### src/rtl/mult_controller_pkg.sv
// -----------------------------------------------------------------------------
// mult_controller_pkg
// Shared definitions for the approximate-multiplier sequencing controller:
// state encoding (4-bit binary), batch size and the default watchdog limit.
// Optional feature macro: CTRL_WDOG_EN (loop watchdog in mult_controller).
// -----------------------------------------------------------------------------
package mult_controller_pkg;

    localparam logic [3:0] ST_IDLE    = 4'd0;
    localparam logic [3:0] ST_INIT    = 4'd1;
    localparam logic [3:0] ST_LOAD_A  = 4'd2;
    localparam logic [3:0] ST_LOAD_B  = 4'd3;
    localparam logic [3:0] ST_NORM_A  = 4'd4;
    localparam logic [3:0] ST_NORM_B  = 4'd5;
    localparam logic [3:0] ST_MULT    = 4'd6;
    localparam logic [3:0] ST_SHIFT_A = 4'd7;
    localparam logic [3:0] ST_SHIFT_B = 4'd8;
    localparam logic [3:0] ST_WRITE   = 4'd9;
    localparam logic [3:0] ST_DONE    = 4'd10;

    typedef enum logic [3:0] {
        IDLE    = ST_IDLE,
        INIT    = ST_INIT,
        LOAD_A  = ST_LOAD_A,
        LOAD_B  = ST_LOAD_B,
        NORM_A  = ST_NORM_A,
        NORM_B  = ST_NORM_B,
        MULT    = ST_MULT,
        SHIFT_A = ST_SHIFT_A,
        SHIFT_B = ST_SHIFT_B,
        WRITE   = ST_WRITE,
        DONE    = ST_DONE
    } state_t;

    // Fixed by the 3-bit output address counter in the datapath.
    localparam int NUM_PAIRS       = 8;
    localparam int WDOG_CYCLES_DEF = 16;

    // States that wait on a datapath status input and may repeat.
    function automatic logic is_loop_state(input state_t s);
        return (s == NORM_A) || (s == NORM_B) || (s == SHIFT_A) || (s == SHIFT_B);
    endfunction

endpackage

### src/rtl/mult_controller_ctrl_wdog.sv
// -----------------------------------------------------------------------------
// mult_controller_ctrl_wdog
// Loop watchdog: a down-counter loaded with WDOG_CYCLES-1 on clr and
// decremented while en is high. expired flags the cycle in which the loop
// state has been held for WDOG_CYCLES cycles (terminal count 0 with en high).
// Ports:
//   clk      system clock
//   rst      asynchronous active-low reset
//   clr      reload the counter (asserted on the cycle before loop entry)
//   en       count enable (high while in a loop state)
//   expired  terminal count reached in the current cycle
// -----------------------------------------------------------------------------
module mult_controller_ctrl_wdog #(
    parameter int WDOG_CYCLES = 16
) (
    input  logic clk,
    input  logic rst,
    input  logic clr,
    input  logic en,
    output logic expired
);

    localparam int CW = (WDOG_CYCLES > 1) ? $clog2(WDOG_CYCLES) : 1;
    localparam logic [CW-1:0] LOAD_VAL = CW'(WDOG_CYCLES - 1);

    logic [CW-1:0] cnt;

    always_ff @(posedge clk or negedge rst) begin
        if (!rst) begin
            cnt <= LOAD_VAL;
        end else if (clr) begin
            cnt <= LOAD_VAL;
        end else if (en && (cnt != '0)) begin
            cnt <= cnt - 1'b1;
        end
    end

    assign expired = en && (cnt == '0);

endmodule

### src/rtl/mult_controller.sv
// -----------------------------------------------------------------------------
// mult_controller
// Sequencing FSM for the approximate-multiplier datapath. For each of the
// NUM_PAIRS operand pairs it loads A and B, normalises both, multiplies the
// top bytes, shifts the product right and writes it to the output RAM.
//
//   state   | meaning
//   --------+-----------------------------------------------------------
//   IDLE    | waiting for start, all strobes low
//   INIT    | clear address counters 1 and 4
//   LOAD_A  | load operand A, advance input address
//   LOAD_B  | load operand B, advance input address, clear shift counters
//   NORM_A  | shift A left until countdone1
//   NORM_B  | shift B left until countdone2
//   MULT    | load multiplier inputs and product register
//   SHIFT_A | shift product right until carry2
//   SHIFT_B | shift product right until carry3
//   WRITE   | write product; last pair when carry4
//   DONE    | one-cycle done pulse
//
// Ports: clk/rst (async active-low), start/busy/done/err host handshake,
// countdone1/2 and carry2..4 datapath status, ld1..ld5, Inc1..Inc4,
// Countrst1..Countrst4, Shle1/Shle2/Shre shift enables, We write enable.
// Optional feature macro: CTRL_WDOG_EN (loop watchdog, drives err).
// -----------------------------------------------------------------------------
module mult_controller
    import mult_controller_pkg::*;
#(
    parameter int WDOG_CYCLES = WDOG_CYCLES_DEF
) (
    input  logic clk,
    input  logic rst,
    input  logic start,
    output logic busy,
    output logic done,
    output logic err,
    input  logic countdone1,
    input  logic countdone2,
    input  logic carry2,
    input  logic carry3,
    input  logic carry4,
    output logic ld1,
    output logic ld2,
    output logic ld3,
    output logic ld4,
    output logic ld5,
    output logic Inc1,
    output logic Inc2,
    output logic Inc3,
    output logic Inc4,
    output logic Countrst1,
    output logic Countrst2,
    output logic Countrst3,
    output logic Countrst4,
    output logic Shle1,
    output logic Shle2,
    output logic Shre,
    output logic We
);

    state_t state, next_state;
    logic   wdog_expired;

    always_ff @(posedge clk or negedge rst) begin
        if (!rst) begin
            state <= IDLE;
        end else begin
            state <= next_state;
        end
    end

    // A loop's normal exit condition wins over a same-cycle watchdog expiry.
    always_comb begin
        next_state = state;
        done       = 1'b0;
        ld1        = 1'b0;
        ld2        = 1'b0;
        ld3        = 1'b0;
        ld4        = 1'b0;
        ld5        = 1'b0;
        Inc1       = 1'b0;
        Inc2       = 1'b0;
        Inc3       = 1'b0;
        Inc4       = 1'b0;
        Countrst1  = 1'b0;
        Countrst2  = 1'b0;
        Countrst3  = 1'b0;
        Countrst4  = 1'b0;
        Shle1      = 1'b0;
        Shle2      = 1'b0;
        Shre       = 1'b0;
        We         = 1'b0;
        case (state)
            IDLE: if (start) next_state = INIT;
            INIT: begin
                Countrst1  = 1'b1;
                Countrst4  = 1'b1;
                next_state = LOAD_A;
            end
            LOAD_A: begin
                ld1        = 1'b1;
                Inc1       = 1'b1;
                next_state = LOAD_B;
            end
            LOAD_B: begin
                ld2        = 1'b1;
                Inc1       = 1'b1;
                Countrst2  = 1'b1;
                Countrst3  = 1'b1;
                next_state = NORM_A;
            end
            NORM_A: begin
                if (countdone1)        next_state = NORM_B;
                else if (wdog_expired) next_state = DONE;
                else begin
                    Shle1 = 1'b1;
                    Inc2  = 1'b1;
                end
            end
            NORM_B: begin
                if (countdone2)        next_state = MULT;
                else if (wdog_expired) next_state = DONE;
                else begin
                    Shle2 = 1'b1;
                    Inc3  = 1'b1;
                end
            end
            MULT: begin
                ld3        = 1'b1;
                ld4        = 1'b1;
                ld5        = 1'b1;
                next_state = SHIFT_A;
            end
            SHIFT_A: begin
                if (carry2)            next_state = SHIFT_B;
                else if (wdog_expired) next_state = DONE;
                else begin
                    Shre = 1'b1;
                    Inc2 = 1'b1;
                end
            end
            SHIFT_B: begin
                if (carry3)            next_state = WRITE;
                else if (wdog_expired) next_state = DONE;
                else begin
                    Shre = 1'b1;
                    Inc3 = 1'b1;
                end
            end
            WRITE: begin
                We = 1'b1;
                if (carry4) next_state = DONE;
                else begin
                    Inc4       = 1'b1;
                    next_state = LOAD_A;
                end
            end
            DONE: begin
                done       = 1'b1;
                next_state = IDLE;
            end
            default: next_state = IDLE;
        endcase
    end

    assign busy = (state != IDLE);

`ifdef CTRL_WDOG_EN
    logic err_q;

    // Reload on every state change so each loop state gets a fresh budget.
    mult_controller_ctrl_wdog #(
        .WDOG_CYCLES(WDOG_CYCLES)
    ) u_wdog (
        .clk     (clk),
        .rst     (rst),
        .clr     (next_state != state),
        .en      (is_loop_state(state)),
        .expired (wdog_expired)
    );

    // Only a watchdog abort moves a loop state straight to DONE.
    always_ff @(posedge clk or negedge rst) begin
        if (!rst) begin
            err_q <= 1'b0;
        end else if ((state == IDLE) && start) begin
            err_q <= 1'b0;
        end else if (is_loop_state(state) && (next_state == DONE)) begin
            err_q <= 1'b1;
        end
    end

    assign err = err_q;
`else
    logic unused_wdog_cfg;

    assign wdog_expired    = 1'b0;
    assign err             = 1'b0;
    assign unused_wdog_cfg = (WDOG_CYCLES > 0);
`endif

endmodule

### config.mk
export PLATFORM = sky130hd
export DESIGN_NAME = mult_controller
export DESIGN_NICKNAME = d
export VERILOG_FILES = /design/src/rtl/mult_controller_pkg.sv /design/src/rtl/mult_controller_ctrl_wdog.sv /design/src/rtl/mult_controller.sv
export SDC_FILE = /design/constraint.sdc
export NUM_CORES = 1
export LEC_CHECK = 0
export BUFFER_PORTS_ARGS = -buffer_cell sky130_fd_sc_hd__buf_2
export CAP_MARGIN = 20
export CORE_AREA = 5 5 42 44
export CTS_BUF_LIST = sky130_fd_sc_hd__clkbuf_8 sky130_fd_sc_hd__clkbuf_16
export DETAILED_ROUTE_END_ITERATION = 8
export DIE_AREA = 0 0 47 49
export PLACE_DENSITY = 0.61
export REMOVE_ABC_BUFFERS = 1
export SETUP_SLACK_MARGIN = 0.02
export SYNTH_ARGS = -nofsm -noshare
export SYNTH_HDL_FRONTEND = slang
export SYNTH_SLANG_ARGS = --single-unit
### constraint.sdc
create_clock -name clk -period 2.2 [get_ports clk]
set_input_delay 0.22 -clock clk [delete_from_list [all_inputs] [get_ports clk]]
set_output_delay 0.22 -clock clk [all_outputs]
set_load 0.05 [all_outputs]
==> metrics.txt, run 1 <==
max reg flops 4; starting density of the core 0.305; Fin Setup TNS 0 ps; DRT antenna net count 0; fin crit period 1960 ps; ys async rst share 1.00; Worst path slowest cell dfrtp_1; Die Area 0.00230 mm²; CTS root buffer clkbuf_8; Max Root-Sink Buffers 2; drt via density 4.98; HPWL Detailed 922 µm; Final nets 90; die width 47 µm; crit start category flop; Num CTS Buffers 3; Syn. warnings 0; Routed wire per std cell 12.0 µm; CP arrival 1740 ps; Area Overhead vs Synth 36.0%; Top reg by flops state; Final Hold Fails 0; final setup fails 0; FMAX 0.509 GHz; Post-Syn Area 428 µm²; 1st-pass router iterations 4; layout cell share with drive strength beyond 1 0.450; FP Rows 14; worst stage delay on the critical path 520 ps; max_cap viols 0; worst path cell trace nand2b_1 > or3_4 > nand2_1 > buf_2; Avg Cell Area, Syn 7.38 µm²; DRC viols 0; initial antenna violation count 0; Overflow after GRT 0; Post-synth EDFFs 0; Main synth FF type dfrtp_1; area of the core 0.00140 mm²; status finished clean; CP delay by family, top simple AND/OR/NAND/NOR gates; post-synth top area share 0.234; I/O Pins 28; most frequent cells after synthesis nor2_1 (11), nor3_1 (8), buf_4 (6); height of the die 49 µm; Unique masters post-synth 25; clock transition at the registers of the reported paths 30 ps; clk_lat worst skew 210 ps; final wirelength 1150 µm; sequential share of the synthesized area 0.234; Place WS 457 ps; largest area contributor in the netlist dfrtp_1; clk_skew 0.140 ps; CTS Sinks 4; Cells after Synth 58; via count 478; GPL Wtd Cong 0.765; Critical Path Sink Type output pin; Worst Hold Class in2reg; final worst setup slack 237 ps; Iteration-0 DRC Markers 11; PortBufs 26; Setup Crit Path Kind reg2out; crit share post-route 0.892; diodes inserted 0; buffer and inverter count on the worst path 1; largest net degree at the start of global routing 14; worst-path fanout max 12; required time of the worst setup path 1980 ps; Tot GR Track Use 0.107; vias in the first global route 430; Post-CTS Setup Inserts 0; RSZ-0062 raised after global routing false; global-route wire length before repair 1790 µm; CTS tree built; H-tree levels 1; largest cells by area after synthesis dfrtp_1 (23%), buf_4 (11%), nor2_1 (9.6%); max-slew violations 0; top-count cell post-synth nor2_1; Yosys reg bits 4; top flop regs state: 4 flops
[worst min-delay path, cell delays in order]
cell and delay, ps:
buf_2 80, or4_4 130, o21ai_1 70
[final timing paths]
path	start	endpoint	slack, ps	cells past startpoint
setup / recovery	state[3]$_DFFE_PN0P_	Shre	240	4
hold / removal	carry3	state[3]$_DFFE_PN0P_	330	3
setup reg to reg	state[3]$_DFFE_PN0P_	state[0]$_DFFE_PN0P_	430	4
hold reg to reg	state[3]$_DFFE_PN0P_	state[2]$_DFFE_PN0P_	770	1
max in group asynchronous	rst	state[3]$_DFFE_PN0P_	1740	2
min in group asynchronous	rst	state[2]$_DFFE_PN0P_	340	2
[cell families (layout without fill, tap and decap cells)]
logic type / after synthesis / count (layout) / synth area share
simple gates: 33 / 33 / 0.424
other cells: 1 / 1 / 0.00876
compound gates: 8 / 8 / 0.143
buf+inv: 11 / 33 / 0.155
flops: 4 / 4 / 0.234
mux: 1 / 1 / 0.0351
[through the flow]
step                hold slack [ps]  area [µm²]  cells   util
floorplan                     -75.6         365     48      -
global placement               25.9         531     92  0.379
detailed placement             28.9         531     92  0.379
CTS                             320         582     96  0.415
global route                    339         582     96  0.415
finish                          327         582     96  0.415
[cells in the final DEF, fill, tap and decap left out, types with 2 or more instances in the layout]
master / n
nor2_1: 11
nor3_1: 8
clkbuf_8: 3
nand2b_1: 4
buf_2: 26
nand2_1: 3
dfrtp_1: 4
buf_4: 2
a21oi_1: 2
[routing by layer]
metal,part of all wire,track usage,vias to the layer above
li1,-,-,239
met1,0.41,0.122,216
met2,0.47,0.158,23
met3,0.12,0.0590,0
met4,0,0.0507,0
met5,0,0,-
[what timing repair did]
item / CTS / global route
gates resized for setup: 0 / 0
endpoints found under the hold margin: 4 / 0
hold buffers: 1 / 0
[layout make-up]
cell class,count,area [µm²]
fillers,147,820
multi-input cells,43,262
repair buffers,29,155
flip-flops and latches,4,100
clock buffers,3,41.3
well taps,16,20.0
inverters,1,3.75
Power of run 1 is left out: the tool's default activity adds up to more than one toggle a clock period on the data nets, which glitch-free logic cannot reach.
==> inputs of run 2 (changes only) <==
--- a/config.mk
+++ b/config.mk
@@ -5,13 +5,14 @@
 export SDC_FILE = /design/constraint.sdc
 export NUM_CORES = 1
 export LEC_CHECK = 0
+export ABC_AREA = 1
 export BUFFER_PORTS_ARGS = -buffer_cell sky130_fd_sc_hd__buf_2
 export CAP_MARGIN = 20
 export CORE_AREA = 5 5 42 44
 export CTS_BUF_LIST = sky130_fd_sc_hd__clkbuf_8 sky130_fd_sc_hd__clkbuf_16
 export DETAILED_ROUTE_END_ITERATION = 8
 export DIE_AREA = 0 0 47 49
-export PLACE_DENSITY = 0.61
+export PLACE_DENSITY = 0.64
 export REMOVE_ABC_BUFFERS = 1
 export SETUP_SLACK_MARGIN = 0.02
 export SYNTH_ARGS = -nofsm -noshare
==> constraint.sdc (replaced) <==
create_clock -name clk -period 1.7 [get_ports clk]
set_input_delay 0.17 -clock clk [delete_from_list [all_inputs] [get_ports clk]]
set_output_delay 0.17 -clock clk [all_outputs]
set_load 0.05 [all_outputs]
==> run 2 against run 1 <==
  * Worst hold slack got worse by 52 ps
  * Register-to-register slack improved by 40 ps
  * Synthesized cell count up 16%
  * Design area is 1.3% higher
  * Die area unchanged
  * Via count fell by 3.6%
  * Core utilization grew 0.54 points
  * Global-route usage is 0.27 points lower
  * Clock skew rose by 3.5 ps
  * Critical path type unchanged
==> metrics.txt, run 2 <==
H-tree levels 1 (unchanged); FP Rows 14 (unchanged); ys async rst share 1.00 (unchanged); clock transition at the registers of the reported paths 30 ps (about the same); Main synth FF type dfrtp_1 (unchanged); vias in the first global route 425 (was 430); post-synthesis compound-gate area fraction 0.0983 (was 0.143); clk_lat worst skew 220 ps (was 210 ps); largest area contributor in the netlist dfrtp_1 (unchanged); WHS Endpoint state[1]$_DFFE_PN0P_ (was state[3]$_DFFE_PN0P_); area of the core 0.00140 mm² (unchanged); Final nets 101 (was 90); max reg flops 4 (unchanged); sequential share of the synthesized area 0.231 (was 0.234); Routed wire per std cell 10.6 µm (was 12.0 µm); Avg Cell Area, Syn 6.46 µm² (was 7.38 µm²); initial antenna violation count 0 (unchanged); 1st-pass router iterations 4 (unchanged); post-synth top area share 0.231 (was 0.234); starting density of the core 0.309 (was 0.305); worst stage delay on the critical path 400 ps (was 520 ps); DRC viols 0 (unchanged); max-slew violations 0 (unchanged); Num CTS Buffers 3 (unchanged); worst path cell trace inv_2 > nor2_1 > inv_1 > nor3_1 > buf_2 (was nand2b_1 > or3_4 > nand2_1 > buf_2); Post-CTS Setup Inserts 0 (unchanged); cell depth of the worst setup path 5 (was 4); Synth Area in Simple Gates 0.436 (was 0.424); CP arrival 1420 ps (was 1740 ps); clk_skew 3.61 ps (was 0.140 ps); commonest non-fill, non-tap cell in the layout buf_2 (unchanged); Top reg by flops state (unchanged); largest net degree at the start of global routing 6 (was 14); worst r2r path cells 6 (was 4); status finished clean (unchanged); crit share post-route 0.933; Post-Place Cells 103 (was 92); diodes inserted 0 (unchanged); Worst Hold Class in2reg (unchanged); Cells after Synth 67 (was 58); Setup Crit Path Kind reg2out (unchanged); required time of the worst setup path 1530 ps (was 1980 ps); Post-Syn Area 433 µm² (was 428 µm²); Area Overhead vs Synth 36.1% (was 36.0%); HPWL Detailed 927 µm (was 922 µm); Adder-Cell Fraction of Synth Area 0 (unchanged); die width 47 µm (unchanged); via count 461 (was 478); top flop regs state: 4 flops (unchanged); layout cell share with drive strength beyond 1 0.462 (was 0.450); reg2reg setup slack 470 ps (was 430 ps); final setup fails 0 (unchanged); FMAX 0.630 GHz; Syn. warnings 0 (unchanged); largest cells by area after synthesis dfrtp_1 (23%), nand2_1 (12%), buf_4 (10%) (was dfrtp_1 (23%), buf_4 (11%), nor2_1 (9.6%)); final wirelength 1130 µm (was 1150 µm); Iteration-0 DRC Markers 1 (was 11); Die Area 0.00230 mm² (unchanged); Worst path slowest cell dfrtp_1 (unchanged); Final Hold Fails 0 (unchanged); worst-path fanout max 4 (was 12); CTS root buffer clkbuf_8 (unchanged); I/O Pins 28 (unchanged); buffer and inverter count on the worst path 3 (was 1); Max Root-Sink Buffers 2 (unchanged); fin crit period 1590 ps; GPL Wtd Cong 0.825 (was 0.765); CP delay by family, top buffers and inverters (was simple AND/OR/NAND/NOR gates); Tot GR Track Use 0.105 (was 0.107); most frequent cells after synthesis nand2_1 (14), inv_1 (10), nor2_1 (9) (was nor2_1 (11), nor3_1 (8), buf_4 (6)); Critical Path Sink Type output pin (unchanged); top-count cell post-synth nand2_1 (was nor2_1); hold wc startpoint carry2 (was carry3); r2r startpoint state[0]$_DFFE_PN0P_ (was state[3]$_DFFE_PN0P_); PortBufs 26 (unchanged); global-route wire length before repair 1780 µm (was 1790 µm); mux contribution to synthesized area 0 (was 0.0351); commonest cells after routing, fill and taps aside buf_2 (26), nand2_1 (14), inv_1 (10) (was buf_2 (26), nor2_1 (11), nor3_1 (8)); largest family of logic cells by synthesized area simple AND/OR/NAND/NOR gates (unchanged); Overflow after GRT 0 (unchanged); max_cap viols 0 (unchanged); CTS tree built (unchanged); Non-Filler Instances 107 (was 96); XOR/XNOR Fraction of Synth Area 0 (unchanged); DP Area 538 µm² (was 531 µm²); Post-synth EDFFs 0 (unchanged); Unique masters post-synth 18 (was 25); Worst R2R End state[0]$_DFFE_PN0P_ (unchanged); Fin Setup TNS 0 ps (unchanged); Final Cell Area 589 µm² (was 582 µm²); CTS Sinks 4 (unchanged); height of the die 49 µm (unchanged); DRT antenna net count 0 (unchanged); Yosys reg bits 4 (unchanged); RSZ-0062 raised after global routing false (unchanged); hold path depth 3 (unchanged); drt via density 4.31 (was 4.98); crit start category flop (unchanged)
[run 2: changes by cell type after synthesis, moves of 3 or more]
cell and delta:
inv_1 +9, nand2b_1 -4, nand3_2 +3, inv_2 +4, nand2_1 +11, nor3_1 -7
[run 2: worst max path at each step]
stage / startpoint / to / slack, ps
CTS: state[0]$_DFFE_PN0P_ / Inc2 / 110
floorplan: state[3]$_DFFE_PN0P_ / ld3 / -960
global placement: state[0]$_DFFE_PN0P_ / Inc4 / 320
detailed placement: state[0]$_DFFE_PN0P_ / Inc4 / 340
finish: state[0]$_DFFE_PN0P_ / Inc4 / 110
global route: state[0]$_DFFE_PN0P_ / Inc2 / 20
[run 2: kinds of logic after synthesis]
logic type,count (synthesis)
buffers and inverters,20
flip-flops,4
AO/OA/AOI/OAI,7
other,1
AND/OR/NAND/NOR,35
[run 2: worst reg2reg max path, cell delays in order, from the launching register on]
cell,delay (ps)
dfrtp_1,410
nor2_2,220
nand3_2,160
nand3_2,150
nor2_4,50
nand2_1,60
nand2_1,50
[run 2: final cells by class]
cell class                      instances  area [µm²]
Fill cell                             150         812
Multi-Input combinational cell         43         235
Timing Repair Buffer                   27         140
Sequential cell                         4         100
Inverter                               14        52.6
Clock buffer                            3        41.3
Tap cell                               16        20.0
[run 2: repair_timing]
item / CTS / global route
resized for setup: 0 / 0
hold endpoints to repair: 4 / 0
hold buffers: 1 / 0
[run 2: metal layers]
| layer | track usage | vias to the layer above | part of all wire |
|---|---|---|---|
| met2 | 0.186 | 9 | 0.57 |
| li1 | - | 246 | - |
| met5 | 0 | - | 0 |
| met4 | 0.0276 | 0 | 0 |
| met1 | 0.102 | 206 | 0.37 |
| met3 | 0.0517 | 0 | 0.056 |
[run 2: metrics by stage]
| step | utilization | setup WS, ps | hold slack [ps] |
|---|---|---|---|
| 2_1_floorplan | - | -958 | -126 |
| 3_3_place_gp | 0.384 | 321 | -22.5 |
| 3_5_place_dp | 0.384 | 338 | -20.9 |
| 4_1_cts | 0.421 | 111 | 276 |
| 5_1_grt | 0.421 | 24.4 | 284 |
| 6_report | 0.421 | 114 | 275 |
Power of run 2 is left out for the same reason.
